===== src/rtl/lsu_ram_master.sv =====
// Load/store bus initiator for a single-port data RAM with registered read data.
// Optional build macro LSU_RANGE_CHK_EN rejects word indices >= MEM_DEPTH.
module lsu_ram_master #(
    parameter int MEM_DEPTH = 51
) (
    input  logic        clk,
    input  logic        rst_n,
    input  logic        req_valid,
    output logic        req_ready,
    input  logic        req_we,
    input  logic [1:0]  req_size,
    input  logic        req_unsigned,
    input  logic [31:0] req_addr,
    input  logic [31:0] req_wdata,
    output logic        rsp_valid,
    output logic [31:0] rsp_rdata,
    output logic        rsp_err,
    output logic        cs,
    output logic        rd,
    output logic        wr,
    output logic [31:0] address,
    output logic [31:0] DB_w,
    input  logic [31:0] DB_r
);

    typedef enum logic [2:0] {IDLE, RD, RD_CAP, WR, MRG, RESP} state_t;

    state_t      state, state_nxt;
    logic        we_p0;
    logic [1:0]  size_p0;
    logic        uns_p0;
    logic [31:0] addr_p0;
    logic [31:0] wdata_p0;

    logic        req_ready_nxt, rsp_valid_nxt, rsp_err_nxt;
    logic        cs_nxt, rd_nxt, wr_nxt;
    logic [31:0] rsp_rdata_nxt, address_nxt, db_w_nxt;
    logic        range_err, req_err;

    if (MEM_DEPTH < 1) begin : g_depth_invalid
        $error("lsu_ram_master: MEM_DEPTH must be at least 1");
    end

`ifdef LSU_RANGE_CHK_EN
    assign range_err = ({2'b00, req_addr[31:2]} >= 32'(MEM_DEPTH));
`else
    assign range_err = 1'b0;
`endif

    assign req_err = (req_size == 2'b11)
                  || (req_size == 2'b01 && req_addr[0])
                  || (req_size == 2'b10 && req_addr[1:0] != 2'b00)
                  || range_err;

    function automatic logic [31:0] load_align(input logic [31:0] data, input logic [1:0] size,
                                               input logic [1:0] off, input logic uns);
        logic signed [7:0]  lane_b;
        logic signed [15:0] lane_h;
        lane_b = data[{off, 3'b000} +: 8];
        lane_h = data[{off[1], 4'b0000} +: 16];
        case (size)
            2'b00:   load_align = uns ? {24'b0, lane_b} : 32'(lane_b);
            2'b01:   load_align = uns ? {16'b0, lane_h} : 32'(lane_h);
            default: load_align = data;
        endcase
    endfunction

    function automatic logic [31:0] merge_lane(input logic [31:0] old, input logic [31:0] wdata,
                                               input logic [1:0] size, input logic [1:0] off);
        merge_lane = old;
        case (size)
            2'b00:   merge_lane[{off, 3'b000} +: 8] = wdata[7:0];
            2'b01:   merge_lane[{off[1], 4'b0000} +: 16] = wdata[15:0];
            default: merge_lane = wdata;
        endcase
    endfunction

    // Next-state and next-output decode; every bus/response output is registered
    always_comb begin
        state_nxt     = state;
        cs_nxt        = 1'b0;
        rd_nxt        = 1'b0;
        wr_nxt        = 1'b0;
        address_nxt   = 32'b0;
        db_w_nxt      = 32'b0;
        rsp_valid_nxt = 1'b0;
        rsp_err_nxt   = 1'b0;
        rsp_rdata_nxt = 32'b0;
        case (state)
            IDLE: begin
                if (req_valid) begin
                    if (req_err) begin
                        state_nxt     = RESP;
                        rsp_valid_nxt = 1'b1;
                        rsp_err_nxt   = 1'b1;
                    end else if (req_we && req_size == 2'b10) begin
                        state_nxt   = WR;
                        cs_nxt      = 1'b1;
                        wr_nxt      = 1'b1;
                        address_nxt = {2'b00, req_addr[31:2]};
                        db_w_nxt    = req_wdata;
                    end else begin
                        state_nxt   = RD;
                        cs_nxt      = 1'b1;
                        rd_nxt      = 1'b1;
                        address_nxt = {2'b00, req_addr[31:2]};
                    end
                end
            end
            RD:     state_nxt = we_p0 ? MRG : RD_CAP;
            RD_CAP: begin
                state_nxt     = RESP;
                rsp_valid_nxt = 1'b1;
                rsp_rdata_nxt = load_align(DB_r, size_p0, addr_p0[1:0], uns_p0);
            end
            MRG: begin
                state_nxt   = WR;
                cs_nxt      = 1'b1;
                wr_nxt      = 1'b1;
                address_nxt = {2'b00, addr_p0[31:2]};
                db_w_nxt    = merge_lane(DB_r, wdata_p0, size_p0, addr_p0[1:0]);
            end
            WR: begin
                state_nxt     = RESP;
                rsp_valid_nxt = 1'b1;
            end
            RESP:    state_nxt = IDLE;
            default: state_nxt = IDLE;
        endcase
        req_ready_nxt = (state_nxt == IDLE);
    end

    always_ff @(posedge clk) begin
        if (!rst_n) begin
            state     <= IDLE;
            req_ready <= 1'b1;
            rsp_valid <= 1'b0;
            rsp_err   <= 1'b0;
            rsp_rdata <= 32'b0;
            cs        <= 1'b0;
            rd        <= 1'b0;
            wr        <= 1'b0;
            address   <= 32'b0;
            DB_w      <= 32'b0;
        end else begin
            state     <= state_nxt;
            req_ready <= req_ready_nxt;
            rsp_valid <= rsp_valid_nxt;
            rsp_err   <= rsp_err_nxt;
            rsp_rdata <= rsp_rdata_nxt;
            cs        <= cs_nxt;
            rd        <= rd_nxt;
            wr        <= wr_nxt;
            address   <= address_nxt;
            DB_w      <= db_w_nxt;
        end
    end

    // Request capture at the accept edge
    always_ff @(posedge clk) begin
        if (state == IDLE && req_valid) begin
            we_p0    <= req_we;
            size_p0  <= req_size;
            uns_p0   <= req_unsigned;
            addr_p0  <= req_addr;
            wdata_p0 <= req_wdata;
        end
    end

endmodule


===== config.mk =====
export PLATFORM = sky130hd
export DESIGN_NAME = lsu_ram_master
export DESIGN_NICKNAME = d
export VERILOG_FILES = /design/src/rtl/lsu_ram_master.sv
export SDC_FILE = /design/constraint.sdc
export NUM_CORES = 1
export LEC_CHECK = 0
export BUFFER_PORTS_ARGS = -buffer_cell sky130_fd_sc_hd__buf_2
export CORE_ASPECT_RATIO = 0.9
export CORE_MARGIN = 3
export CORE_UTILIZATION = 45
export CTS_BUF_LIST = sky130_fd_sc_hd__clkbuf_16
export CTS_CLUSTER_DIAMETER = 200
export DETAILED_ROUTE_END_ITERATION = 10
export GPL_TIMING_DRIVEN = 0
export PLACE_DENSITY = 0.71
export SYNTH_ARGS = -nofsm -noshare
export SYNTH_HDL_FRONTEND = slang
export SYNTH_SLANG_ARGS = --single-unit
export TNS_END_PERCENT = 5

===== constraint.sdc =====
create_clock -name clk -period 2.7 [get_ports clk]
set_input_delay 0.54 -clock clk [delete_from_list [all_inputs] [get_ports clk]]
set_output_delay 0.54 -clock clk [all_outputs]
set_load 0.01 [all_outputs]

# == Word-level counts from Yosys, hierarchy flattened ==
# Cells that the tools add are included.
# op_classes
bitwise,3
eq_ne,8
n_reduce_logical,14
n_shift,6
addsub,2
n_mux,29
# ops
op,n
$pmux 32 s2,3
$mux 32,5
$bwmux 32,2
$mux 30,2
$pmux 30 s2,1
$shift 16x7->32 const A,1
$shift 8x7->32 const A,1
$shiftx 16x7->32,1
$shiftx 32x6->16,1
$shiftx 32x6->8,1
$shiftx 8x7->32,1
$neg 5->7,2
$pmux 3 s4,1
$mux 3,3
$mux 1,8
$eq 3x2->1 const B,2
$logic_not 3->1,2
$pmux 1 s2,3
$eq 2x1->1 const B,2
$eq 2x2->1 const B,2
$logic_and 1x1->1,4
$reduce_and 2->1,2
$reduce_or 4->1,1
$eq 3x1->1 const B,1
7 further kinds,10
# totals
out_inout_bits,102
register_bits,173

# == Longest topological paths before layout ==
# Gate-level depths: netlist of run 1.
# logic_depth
ltp_word,8
mapped_depth,8

# == Worst setup path before layout of run 1 ==
# Ideal clock, no wire load.
# synth_path
path_kind,input -> register
start,in req_valid
end,reg address[0]
setup_ps,59
path_slack_ps,487
arrival_ps,2155
path_stages,6
cell_sequence,nand3_2 -> inv_2 -> o21ai_1 -> nor2_1 -> buf_2 -> a22o_1
# synth_via
elab_chain_cells,2
# synth_rtl
item,line,text
from (decl),8,"input logic req_valid,"
$mux 30,91,if (req_valid) begin
$pmux 30 s2,89,case (state)
to (signal assigned),154,address <= address_nxt;
to (decl),21,"output logic [31:0] address,"
# No other way between the ends.
# A chain may end at the register's enable or synchronous reset.

# == Worst setup path after layout of run 1 ==
# layout_path
start,reg addr_p0[0]
end,reg DB_w[12]
# layout_via
elab_chain_cells,5
elab_cells_between_ends,6
# layout_rtl
item,line,text
from (decl),32,logic [31:0] addr_p0;
from (signal assigned),165,addr_p0 <= req_addr;
$neg 5->7 *,72,"2'b00: merge_lane[{off, 3'b000} +: 8] = wdata[7:0];"
$shiftx 8x7->32 or $shift 8x7->32 (tied branches),72,
$bwmux 32 *,72,
$pmux 32 s2 *,71,case (size)
$pmux 32 s2 *,89,
to (signal assigned),155,DB_w <= db_w_nxt;
to (decl),22,"output logic [31:0] DB_w,"
# Every way passes the cells marked *; elsewhere a longest branch is shown, timed or not.

==> results of run 1 <==
==> through the flow <==
stage	area (sq um)	utilization [%]	worst slack [ns]	setup TNS (ns)
finish	8589	59.80	0.2748	0
global route	8589	59.80	0.1004	0
CTS	8587	59.78	0.1100	0
detailed placement	8018	55.82	0.05230	0
global placement	8015	55.80	-0.3942	-11.02
floorplan	6768	-	0.4868	0
==> cell families after synthesis <==
family | Yosys count | synth area share [%]
AO/OA/AOI/OAI | 197 | 20.83
adder cells (fa/ha/maj) | 5 | 0.9249
buffers and inverters | 61 | 4.347
flip-flops | 171 | 60.67
multiplexers | 16 | 2.460
other | 1 | 0.05544
AND/OR/NAND/NOR | 125 | 10.71
==> worst paths after layout <==
kind                            endpoint  slack, ns
setup / recovery     DB_w[12]$_SDFF_PN0_       0.27
hold / removal          uns_p0$_DFFE_PP_       0.30
setup reg to reg     DB_w[12]$_SDFF_PN0_       0.27
hold reg to reg   address[29]$_SDFF_PN0_       0.47
==> state kept, by name, indices dropped and copies added, names as in the netlist, 2 cells and up <==
register / count
DB_w: 32
rsp_rdata: 32
addr_p0: 32
address: 30
size_p0: 2
state: 3
wdata_p0: 32
==> worst reg2reg max path, cell delays in order, from the launching register on <==
cell      delay [ns]
edfxtp_1        0.63
inv_2           0.18
ha_1            0.28
clkbuf_1        0.25
nor2_1          0.15
nand3_1         0.08
nor2_1          0.51
a221o_1         0.30
==> final cells by class <==
cell class	instances	share of cell area, %
Clock buffer	17	4.953
Sequential cell	171	47.78
Timing Repair Buffer	201	11.71
Inverter	17	0.8012
Buffer	44	2.680
Clock inverter	15	1.675
Multi-Input combinational cell	345	27.59
Tap cell	193	2.811
==> power by group <==
part / leakage (nW) / switching, mW / total [mW] / internal, mW
clock: 0.281 / 1.11 / 2.34 / 1.23
combinational: 1.94 / 0.616 / 0.971 / 0.355
sequential: 1.48 / 0.110 / 3.05 / 2.94
==> repair_timing <==
item / CTS / global route
endpoints found under the hold margin: 0 / 0
resized for setup: 0 / 1
buffers inserted: 0 / 0
endpoints found under the setup margin: 0 / 30
hold buffers: 0 / 0
==> Yosys cell counts, drive strengths merged (4+ instances only) <==
cell type / n
nor2b: 8
inv: 17
a222oi: 7
buf: 28
nand3: 15
a221oi: 14
nand2b: 10
a22o: 39
dfxtp: 103
ha: 5
o2bb2ai: 8
a221o: 23
clkbuf: 16
mux2: 5
nand2: 40
nor2: 20
edfxtp: 68
mux2i: 11
a21oi: 51
a31oi: 4
a211oi: 8
o21ai: 37
nor4: 4
nor3: 11
nand4b: 8
==> metal layers <==
metal / vias up / global-route usage (%) / routed length (um)
met2: 312 / 38.46 / 9422
met1: 2752 / 33.93 / 8680
met4: 2 / 8.375 / 456
li1: 2639 / - / -
met5: - / 0 / 7
met3: 37 / 6.598 / 2076
==> flow_metrics.tcl, run 1 <==
set metrics [dict create \
    drt_wl_total_mm 20.64 \
    rr_worst_depth 7 \
    dr.pass1.iters 7 \
    ys_seq_area_share_pct 60.67 \
    slew_viol_final 0 \
    drc_errors 0 \
    nets 905 \
    startpoint "addr_p0[0]$_DFFE_PP_" \
    finalSetupViolCount 0 \
    outcome "completed" \
    ys_types 49 \
    fillCellCount 1257 \
    crit_type "flop to flop" \
    synthCells 576 \
    place.detailed.hpwl_mm 15.49 \
    worstSetupStartpointType "flop" \
    timing.rr.start "addr_p0[0]$_DFFE_PP_" \
    h-tree-depth 4 \
    crit_path_top_delay_cell "edfxtp_1" \
    cpPeakStageDelay_ns 0.63 \
    first_iter_violations 491 \
    syn_avg_cell_area_sq_um 11.74 \
    drive_above_1_share_pct 34.57 \
    layout_commonest_cell "buf_2" \
    netlist.area_leader.share_pct 30.48 \
    wl_per_cell_um 20.58 \
    finalHoldViolations 0 \
    fmax_mhz 412.3 \
    worst_slew_pin_slew_ns 0.7313 \
    clk_latency_ns 0.43 \
    rsz0062_at_grt "no" \
    synth_flop_cell "dfxtp_1" \
    synth_seq_cells 171 \
    hold_class "primary input to flop" \
    grt_pass1_vias 5576 \
    end_kind "flop" \
    critPathMaxFanout 10 \
    ios 205 \
    clock-sinks 171 \
    clock_path_buffers 2 \
    period_needed_ns 2.425 \
    die_area_sq_um 16540 \
    root_buffer "clkbuf_16" \
    layout.cells.non_filler 1003 \
    clk_pin_slew_ns 0.07 \
    drv_cap 0 \
    critPathRequiredTime_ns 3.07 \
    fp-row-count 41 \
    fin_crit_sh_pct 89.82 \
    area_growth_pct 26.99 \
    cts-buffers-inserted 17 \
    synth_edf_count 68 \
    hold_start "req_unsigned" \
    antennaDiodeCount 0 \
    max-slew-margin-rel_pct 50.87 \
    cp_top_family "simple AND/OR/NAND/NOR gates" \
    grt_overflow 0 \
    yosysTopAreaCell "dfxtp_1" \
    coreArea_sq_um 14360 \
    path_cells "inv_2, ha_1, clkbuf_1, nor2_1, nand3_1, nor2_1, a221o_1" \
    cts_tree "done" \
    ant_nets 0 \
    synth.area.top_cells "dfxtp_1, edfxtp_1, a22o_1" \
    via_count 5742 \
    via_per_inst 5.725 \
    grt_pass1_wl_mm 31.00 \
    synth_warnings 0 \
    cp_num_buf_inv 2 \
    leakagePower_nw 3.694 \
    holdPathStages 1 \
    cp_common_cell "nor2_1" \
    cp.depth 7 \
    worst_clock_skew_ns 0.01624 \
    p_per_area_nw_per_um2 740.1 \
    dieWidth_um 135.2 \
    layout_common_cells "buf_2, dfxtp_1, edfxtp_1" \
    critPathArrivalTime_ns 2.79 \
    regArea_sq_um 4104 \
    die_h_um 122.3 \
    initial_core_util_pct 47.09 \
    ir_drop_mv 0.5814 \
    port_buffers 201 \
    async_flop_share_pct 0 \
    grt_use_total_pct 24.80 \
    gp_congestion 0.8874 \
    syn_area_sq_um 6764 \
    placedCellCount 971 \
    multi_input_area_sq_um 2370 \
    whs_ns 0.2952 \
    total_power_mw 6.357 \
    antenna_found_initial 1 \
    grt_max_degree 70 \
]
Power figures use the tool's default switching activity.
==> inputs of run 2 (changes only) <==
BUFFER_PORTS_ARGS = -buffer_cell sky130_fd_sc_hd__clkbuf_2   (was -buffer_cell sky130_fd_sc_hd__buf_2)
==> flow_metrics.tcl, run 2 (synthesis gave the netlist of run 1 again) <==
set metrics [dict create \
    grt_pass1_vias 5642 \
    ir_drop_mv 0.4471 \
    end_kind "flop" \
    wl_per_cell_um 20.49 \
    crit_type "flop to flop" \
    clk_latency_ns 0.43 \
    ant_nets 0 \
    fin_crit_sh_pct 91.07 \
    layout_commonest_cell "clkbuf_2" \
    dr.pass1.iters 6 \
    die_area_sq_um 16540 \
    worst_slew_pin_slew_ns 0.7182 \
    slew_viol_final 0 \
    first_iter_violations 470 \
    swShare_pct 28.72 \
    drv_cap 0 \
    post_cts_buffers 0 \
    grt_use_total_pct 24.73 \
    gp_congestion 0.8922 \
    root_buffer "clkbuf_16" \
    place_ws_ns 0.06683 \
    ios 205 \
    rr_worst_depth 7 \
    grt_max_degree 70 \
    via_count 5738 \
    min_to "uns_p0$_DFFE_PP_" \
    placedCellCount 971 \
    worst_clock_skew_ns 0.006211 \
    worstSetupStartpointType "flop" \
    final_area_sq_um 8573 \
    power_frac_seq_pct 48.3 \
    cts_tree "done" \
    nets 905 \
    r2r-end "DB_w[12]$_SDFF_PN0_" \
    max-slew-margin-rel_pct 51.75 \
    antennaDiodeCount 0 \
    finalHoldViolations 0 \
    critPathRequiredTime_ns 3.06 \
    fmax_mhz 406.7 \
    p_sw_mw 1.814 \
    grt_pass1_wl_mm 30.97 \
    r2r_setup_slack_ns 0.24 \
    clk_pin_slew_ns 0.07 \
    coreArea_sq_um 14360 \
    port_buffers 201 \
    hold_start "req_unsigned" \
    die_h_um 122.3 \
    critPathMaxFanout 10 \
    finalSetupViolCount 0 \
    hold_class "primary input to flop" \
    cts-buffers-inserted 17 \
    place.detailed.hpwl_mm 15.38 \
    layout_common_cells "clkbuf_2, dfxtp_1, edfxtp_1" \
    clkPwrFrac_pct 36.4 \
    fin_setup_tns_ns 0 \
    clock-sinks 171 \
    drc_errors 0 \
    period_needed_ns 2.459 \
    outcome "completed" \
    leakagePower_nw 3.619 \
    p_per_area_nw_per_um2 736.7 \
    grt_overflow 0 \
    area_growth_pct 26.75 \
    dieWidth_um 135.2 \
    via_per_inst 5.721 \
    intPower_mw 4.501 \
    initial_core_util_pct 47.09 \
    rsz0062_at_grt "no" \
    antenna_found_initial 0 \
    clock_path_buffers 2 \
    post_dp_cell_area_sq_um 8018 \
    layout.cells.non_filler 1003 \
    combPwrFrac_pct 15.3 \
    h-tree-depth 4 \
    holdPathStages 1 \
    drive_above_1_share_pct 34.57 \
    drt_wl_total_mm 20.55 \
    timing.rr.start "addr_p0[0]$_DFFE_PP_" \
    critPathArrivalTime_ns 2.82 \
    setup_ws_ns 0.2411 \
    fp-row-count 41 \
]
run 2: changes by cell type in the layout (fill, tap and decap cells not counted), moves of 2 or more:
cell | before | now
buf_2 | 217 | 16
clkbuf_2 | 0 | 201
clkinv_4 | 0 | 2
inv_8 | 6 | 4
run 2: metal layers:
metal | wire (um) | GRT usage [%] | vias to the layer above
met5 | 0 | 0 | -
met4 | 485 | 9.068 | 0
met3 | 2244 | 7.172 | 32
met2 | 9380 | 39.12 | 324
met1 | 8443 | 32.52 | 2745
li1 | - | - | 2637
run 2: stage by stage:
| step | power (mW) | util, % | hold WS (ns) |
|---|---|---|---|
| finish | 6.315 | 59.69 | 0.3016 |
| global route | 6.566 | 59.69 | 0.2813 |
| CTS | 6.348 | 59.67 | 0.2821 |
| detailed placement | 4.057 | 55.82 | 0.4499 |
| global placement | 4.035 | 55.80 | 0.4466 |
| floorplan | 3.648 | - | 0.4418 |
run 2: worst max path at each step:
stage	startpoint	to	cells past startpoint
after detailed placement	req_valid	address[25]$_SDFF_PN0_	7
after CTS	state[0]$_SDFF_PN0_	address[25]$_SDFF_PN0_	7
after floorplan	req_valid	address[0]$_SDFF_PN0_	6
after global routing	addr_p0[0]$_DFFE_PP_	DB_w[12]$_SDFF_PN0_	7
after global placement	req_valid	address[25]$_SDFF_PN0_	7
final	addr_p0[0]$_DFFE_PP_	DB_w[12]$_SDFF_PN0_	7
run 2: timing repair:
action                                  CTS  global route
resized for setup                         0             1
endpoints found under the setup margin    0             2
endpoints found under the hold margin     0             0
hold buffers                              0             0
run 2: worst max-delay path: stages, from the launching register on:
cell and delay (ns):
edfxtp_1 0.61, inv_2 0.16, ha_1 0.28, clkbuf_1 0.26
nor2_1 0.16, nand3_1 0.08, nor2_1 0.54, a221o_1 0.30
run 2: layout make-up:
class | instances | area (sq um)
multi-input cells | 345 | 2370
repair buffers | 201 | 1006
well taps | 193 | 241.5
clock buffers | 17 | 425.4
clock inverters | 15 | 127.6
inverters | 17 | 68.82
flip-flops and latches | 171 | 4104
plain buffers | 44 | 230.2
fillers | 1215 | 5791
run 2: power by group through the flow:
stage          clock network, mW  registers (mW)  logic, mW
2_1_floorplan                  0            3.11      0.538
3_3_place_gp                   0            3.10      0.936
3_5_place_dp                   0            3.10      0.952
4_1_cts                     2.34            3.05      0.958
5_1_grt                     2.44            3.07       1.05
6_report                    2.30            3.05      0.966
